===== config.mk =====
export PLATFORM = sky130hd
export DESIGN_NAME = reg_bus_master
export DESIGN_NICKNAME = d
export VERILOG_FILES = /design/src/rtl/reg_bus_master.sv
export SDC_FILE = /design/constraint.sdc
export NUM_CORES = 1
export LEC_CHECK = 0
export CAP_MARGIN = 20
export CORE_UTILIZATION = 30
export DETAILED_ROUTE_END_ITERATION = 8
export PLACE_DENSITY = 0.72
export SLEW_MARGIN = 20
export SYNTH_ARGS = -nofsm -noshare
export SYNTH_HDL_FRONTEND = slang
export SYNTH_SLANG_ARGS = --single-unit

===== constraint.sdc =====
create_clock -name clk -period 3.07 [get_ports clk]
set_input_delay 0.614 -clock clk [delete_from_list [all_inputs] [get_ports clk]]
set_output_delay 0.614 -clock clk [all_outputs]
set_load 0.05 [all_outputs]

===== src/rtl/reg_bus_master.sv =====
// ---------------------------------------------------------------------------
// reg_bus_master
//
// Turns single commands (write, read, poll) into strobes on a simple
// register bus and returns a one-cycle completion pulse for each command.
//
// Parameters
//   RD_LAT    cycles from a master_rd cycle to the cycle in which
//             master_rddata is valid (1..4)
//   POLL_MAX  maximum read attempts per poll command (1..255)
//
// Build option
//   REG_BUS_MASTER_POLL_EN  defined: op 10 is a poll (repeated masked
//                           compare).  Undefined: op 10 is treated as an
//                           illegal op and the poll counter/compare logic
//                           is not built.
//
// Ports
//   clk, rst            clock (rising edge), asynchronous active-high reset
//   cmd_valid/ready     command handshake; ready only while idle
//   cmd_op              00 write, 01 read, 10 poll, 11 illegal
//   cmd_addr/data/mask  target address, write data or expected value, mask
//   rsp_valid           one-cycle completion pulse
//   rsp_data/rsp_err    read data (0 for write/illegal); timeout/illegal flag
//   master_addr/wr/rd   register bus address and strobes
//   master_wrdata       register bus write data
//   master_rddata       register bus read data (registered by the responder)
//   busy                high whenever the master is not idle
// ---------------------------------------------------------------------------
module reg_bus_master #(
    parameter int RD_LAT   = 1,
    parameter int POLL_MAX = 255
) (
    input  logic        clk,
    input  logic        rst,
    input  logic        cmd_valid,
    output logic        cmd_ready,
    input  logic [1:0]  cmd_op,
    input  logic [3:0]  cmd_addr,
    input  logic [31:0] cmd_data,
    input  logic [31:0] cmd_mask,
    output logic        rsp_valid,
    output logic [31:0] rsp_data,
    output logic        rsp_err,
    output logic [3:0]  master_addr,
    output logic        master_wr,
    output logic        master_rd,
    output logic [31:0] master_wrdata,
    input  logic [31:0] master_rddata,
    output logic        busy
);

    // One-hot so that every status output is a plain flop bit.
    localparam logic [4:0] ST_IDLE = 5'b00001;
    localparam logic [4:0] ST_WR   = 5'b00010;
    localparam logic [4:0] ST_RD   = 5'b00100;
    localparam logic [4:0] ST_WAIT = 5'b01000;
    localparam logic [4:0] ST_RESP = 5'b10000;

    localparam logic [1:0] OP_WR   = 2'b00;
    localparam logic [1:0] OP_RD   = 2'b01;
    localparam logic [1:0] OP_POLL = 2'b10;

    localparam logic [2:0] WAIT_LAST = 3'(RD_LAT - 1);

    logic [4:0]  state_r;
    logic [4:0]  state_s;
    logic [2:0]  wait_cnt_r;
    logic [3:0]  addr_r;
    logic [31:0] wrdata_r;
    logic [31:0] rsp_data_r;
    logic        rsp_err_r;
    logic        accept_s;
    logic        wait_done_s;
    logic        poll_retry_s;
    logic        poll_fail_s;

    assign accept_s    = state_r[0] & cmd_valid;
    assign wait_done_s = (state_r == ST_WAIT) && (wait_cnt_r == WAIT_LAST);

`ifdef REG_BUS_MASTER_POLL_EN
    localparam logic [7:0] POLL_LIMIT = 8'(POLL_MAX);

    logic        poll_r;
    logic [31:0] mask_r;
    logic [7:0]  attempt_r;
    logic        poll_match_s;

    // Poll command context; attempt_r counts the master_rd pulses issued so far.
    always_ff @(posedge clk or posedge rst) begin
        if (rst) begin
            poll_r    <= 1'b0;
            mask_r    <= 32'h0;
            attempt_r <= 8'd0;
        end else if (accept_s) begin
            poll_r    <= (cmd_op == OP_POLL);
            mask_r    <= cmd_mask;
            attempt_r <= 8'd0;
        end else if (state_r == ST_RD) begin
            attempt_r <= attempt_r + 8'd1;
        end else begin
            attempt_r <= attempt_r;
        end
    end

    // Masked compare of the sample against the expected value held in wrdata_r.
    always_comb begin
        poll_match_s = ((master_rddata & mask_r) == (wrdata_r & mask_r));
        if (poll_r && !poll_match_s) begin
            if (attempt_r < POLL_LIMIT) begin
                poll_retry_s = 1'b1;
                poll_fail_s  = 1'b0;
            end else begin
                poll_retry_s = 1'b0;
                poll_fail_s  = 1'b1;
            end
        end else begin
            poll_retry_s = 1'b0;
            poll_fail_s  = 1'b0;
        end
    end
`else
    logic unused_poll_s;

    assign poll_retry_s  = 1'b0;
    assign poll_fail_s   = 1'b0;
    assign unused_poll_s = ^{cmd_mask, 8'(POLL_MAX)};
`endif

    // Next-state decode.
    always_comb begin
        state_s = state_r;
        case (state_r)
            ST_IDLE: begin
                if (cmd_valid) begin
                    case (cmd_op)
                        OP_WR:   state_s = ST_WR;
                        OP_RD:   state_s = ST_RD;
`ifdef REG_BUS_MASTER_POLL_EN
                        OP_POLL: state_s = ST_RD;
`endif
                        default: state_s = ST_RESP;
                    endcase
                end else begin
                    state_s = ST_IDLE;
                end
            end
            ST_WR:   state_s = ST_RESP;
            ST_RD:   state_s = ST_WAIT;
            ST_WAIT: begin
                if (wait_done_s) begin
                    if (poll_retry_s) begin
                        state_s = ST_RD;
                    end else begin
                        state_s = ST_RESP;
                    end
                end else begin
                    state_s = ST_WAIT;
                end
            end
            ST_RESP: state_s = ST_IDLE;
            default: state_s = ST_IDLE;
        endcase
    end

    // State register.
    always_ff @(posedge clk or posedge rst) begin
        if (rst) begin
            state_r <= ST_IDLE;
        end else begin
            state_r <= state_s;
        end
    end

    // Read latency counter; restarts whenever the master is not waiting.
    always_ff @(posedge clk or posedge rst) begin
        if (rst) begin
            wait_cnt_r <= 3'd0;
        end else if ((state_r == ST_WAIT) && !wait_done_s) begin
            wait_cnt_r <= wait_cnt_r + 3'd1;
        end else begin
            wait_cnt_r <= 3'd0;
        end
    end

    // Command fields captured on accept and held until the next accept.
    always_ff @(posedge clk or posedge rst) begin
        if (rst) begin
            addr_r   <= 4'd0;
            wrdata_r <= 32'h0;
        end else if (accept_s) begin
            addr_r   <= cmd_addr;
            wrdata_r <= cmd_data;
        end else begin
            addr_r   <= addr_r;
            wrdata_r <= wrdata_r;
        end
    end

    // Response payload: cleared on accept (illegal flagged immediately),
    // loaded with the final sample when the last read wait ends.
    always_ff @(posedge clk or posedge rst) begin
        if (rst) begin
            rsp_data_r <= 32'h0;
            rsp_err_r  <= 1'b0;
        end else if (accept_s) begin
            rsp_data_r <= 32'h0;
            rsp_err_r  <= (state_s == ST_RESP);
        end else if (wait_done_s && !poll_retry_s) begin
            rsp_data_r <= master_rddata;
            rsp_err_r  <= poll_fail_s;
        end else begin
            rsp_data_r <= rsp_data_r;
            rsp_err_r  <= rsp_err_r;
        end
    end

    assign cmd_ready     = state_r[0];
    assign busy          = ~state_r[0];
    assign master_wr     = state_r[1];
    assign master_rd     = state_r[2];
    assign rsp_valid     = state_r[4];
    assign rsp_data      = rsp_data_r;
    assign rsp_err       = rsp_err_r;
    assign master_addr   = addr_r;
    assign master_wrdata = wrdata_r;

endmodule


==> flow_summary.yaml <==
timing:
  tightest_slew_ns: 0.5372
  slew_headroom_pct: 64.08
  fin_hold_ws_ns: 0.4609
  drv_slew: 0
  fin_setup_tns_ns: 0
  finClkSkew_ns: 0.007175
  finalHoldViolCount: 0
  max_freq_mhz: 410.5
  finalCritPeriodShare_pct: 79.35
  fin_crit_ns: 2.436
  rsz0062_at_grt: "no"
  finalSetupViolations: 0
critical_path:
  r2r_start: "wait_cnt_r[0]$_DFF_PP0_"
  rrSetupSlack_ns: 1.24
  start_kind: "flip-flop"
  critical_path_class: "flip-flop to output port"
  crit_family: "buffers and inverters"
  r2r_cells: 6
  crit_required_ns: 2.46
  timing.rr.end: "rsp_data[20]$_DFFE_PP0P_"
  crit_chain: "clkdlybuf4s50_1"
  cp_slowest_cell: "clkdlybuf4s50_1"
  end_kind: "output port"
  critPathMaxStageDelay_ns: 0.83
  cp.arrival_ns: 1.82
  path_max_fanout: 9
  cp.buffers_inverters: 1
floorplanning:
  die_area_um2: 11110
  core_area_um2: 10320
  row_count: 37
  ioPinCount: 179
  die_w_um: 105.4
  initial_core_util_pct: 31.06
  die_h_um: 105.4
global_routing:
  antenna_found_initial: 0
  grt_pass1_wl_mm: 11.70
  grt_pass1_vias: 2453
  gr-total-overflow: 0
  grt_max_degree: 78
  grt_usage_pct: 13.70
place:
  hpwlAfterDp_mm: 5.104
  gp_congestion: 0.6989
  place_area_um2: 4808
  numPortBuffers: 146
clock_tree:
  cts_buffers: 9
  clock_latency_ns: 0.34
  cts_setup_buffers: 0
  path_clk_slew_ns: 0.08
  clock_path_buffers: 2
  cts_tree: "done"
  hold_buffers: 0
  cts.sinks: 77
  cts_resized: 0
  cts_root_buf: "clkbuf_8"
  htreeDepth: 3
worst_hold_path:
  hold_path.class: "flip-flop to flip-flop"
  hold_end: "wait_cnt_r[0]$_DFF_PP0_"
  hold_depth: 1
  hold_start: "wait_cnt_r[0]$_DFF_PP0_"
route:
  drt-total-wl_mm: 7.220
  wire_per_inst_um: 13.20
  viasPerCell: 4.324
  dr.pass1.iters: 4
  postRouteAntennaNets: 0
  drt_iter0_markers: 60
  route.detailed.drc: 0
  dr_total_vias: 2365
power_and_ir_drop:
  power_density_nw_per_um2: 658.3
  max-vdd-ir-drop_uv: 295.1
  p_leak_nw: 2.403
logic_synthesis:
  ys.flop_type: "dfrtp_1"
  synth_area_leaders: "dfrtp_1 59%, mux2_2 13%, mux2i_1 10%"
  synth_edf_count: 0
  synth_area_um2: 3207
  seq_area_frac_synth_pct: 60.12
  ys_ff_latch: 77
  synth_cells: 256
  synth.distinct_cells: 32
  async_reset_ff_share_pct: 100.0
  syn_area_per_cell_um2: 12.53
  synth_top_area_cell: "dfrtp_1"
  ys.warnings.count: 0
  syn-num-nets: 363
  synth_top_area_share_pct: 59.31
layout:
  final_cell_mix: "146 x clkdlybuf4s50_1, 76 x dfrtp_1, 36 x inv_1, 36 x mux2_2, 34 x nand2_1"
  areaGrowthSynthToFinish_pct: 55.01
  final_common_cell: "clkdlybuf4s50_1"
  drive_above_1_share_pct: 14.36
  layout.nets: 513
  fill_cells: 936
  num_antenna_cells: 0
  fin_area_um2: 4971
job:
  drv_cap: 0
status:
  outcome: "finished, final reports clean"
==> flip-flops by register name (all words and copies together), names as in the netlist <==
name,count
master_wrdata,32
rsp_data,32
state_r,5
master_addr,4
wait_cnt_r,3
rsp_err,1
==> synth_stat cells (2+ instances only) <==
cell	instances
nor3_1	2
nor2b_1	2
nor2_1	3
nand3_1	2
nand2b_1	2
clkbuf_1	2
dfrtp_1	76
mux2i_1	32
mux2_2	36
nand2_1	34
ha_1	2
buf_6	3
buf_2	5
inv_1	37
==> area by class of cell <==
class,count,area [µm²],share of cell area (%)
clock buffer,14,152.6,3.071
clock inverter,2,10.01,0.2014
inverter,37,140.1,2.819
multi-input combinational,131,1066,21.44
sequential,77,1928,38.79
tap,136,170.2,3.423
timing repair buffer,150,1504,30.25
==> report_power, final <==
part,total (mW),switching [mW],internal (mW),leakage [nW]
Sequential,1.27,0.0921,1.18,0.986
Clock,0.665,0.350,0.315,0.0844
Combinational,1.34,0.824,0.513,1.33
==> metrics by stage <==
step	instances	util, %	setup WS [ns]	power, mW
final	547	48.15	0.6340	3.272
after global routing	547	48.15	0.5855	3.430
after CTS	547	48.15	0.6095	3.321
after detailed placement	531	46.58	1.009	2.638
after global placement	531	46.58	1.012	2.620
after floorplan	256	-	0.4910	2.144
==> kinds of logic (layout without fill, tap and decap cells) <==
family                   count (synthesis)  count (layout)  share of synthesized area (%)
buffers and inverters                   48             203                          6.633
AO/OA/AOI/OAI                            4               4                         0.8975
multiplexers                            68              68                          22.63
flip-flops                              77              77                          60.12
XOR/XNOR                                 1               1                         0.2732
adder cells (fa/ha/maj)                  2               2                         0.7802
AND/OR/NAND/NOR                         56              56                          8.662
==> per-layer routing <==
layer  up-vias  share of wire (%)  global-route usage (%)  routed length, µm
met5         -                  0                       0                  0
met4         0                2.0                   6.137                142
met3        11                7.3                   5.442                529
met2        83                 49                   22.18               3566
met1      1142                 41                   15.95               2983
li1       1129                  -                       -                  -
==> worst max-delay path by stage <==
stage	from	to	depth (start not counted)
final	state_r[0]$_DFF_PP1_	cmd_ready	1
after global routing	state_r[0]$_DFF_PP1_	cmd_ready	1
after CTS	state_r[0]$_DFF_PP1_	cmd_ready	1
after detailed placement	state_r[0]$_DFF_PP1_	cmd_ready	1
after global placement	state_r[0]$_DFF_PP1_	cmd_ready	1
after floorplan	rst	master_addr[0]$_DFFE_PP0P_	1
(Power assumes the default switching activity.)
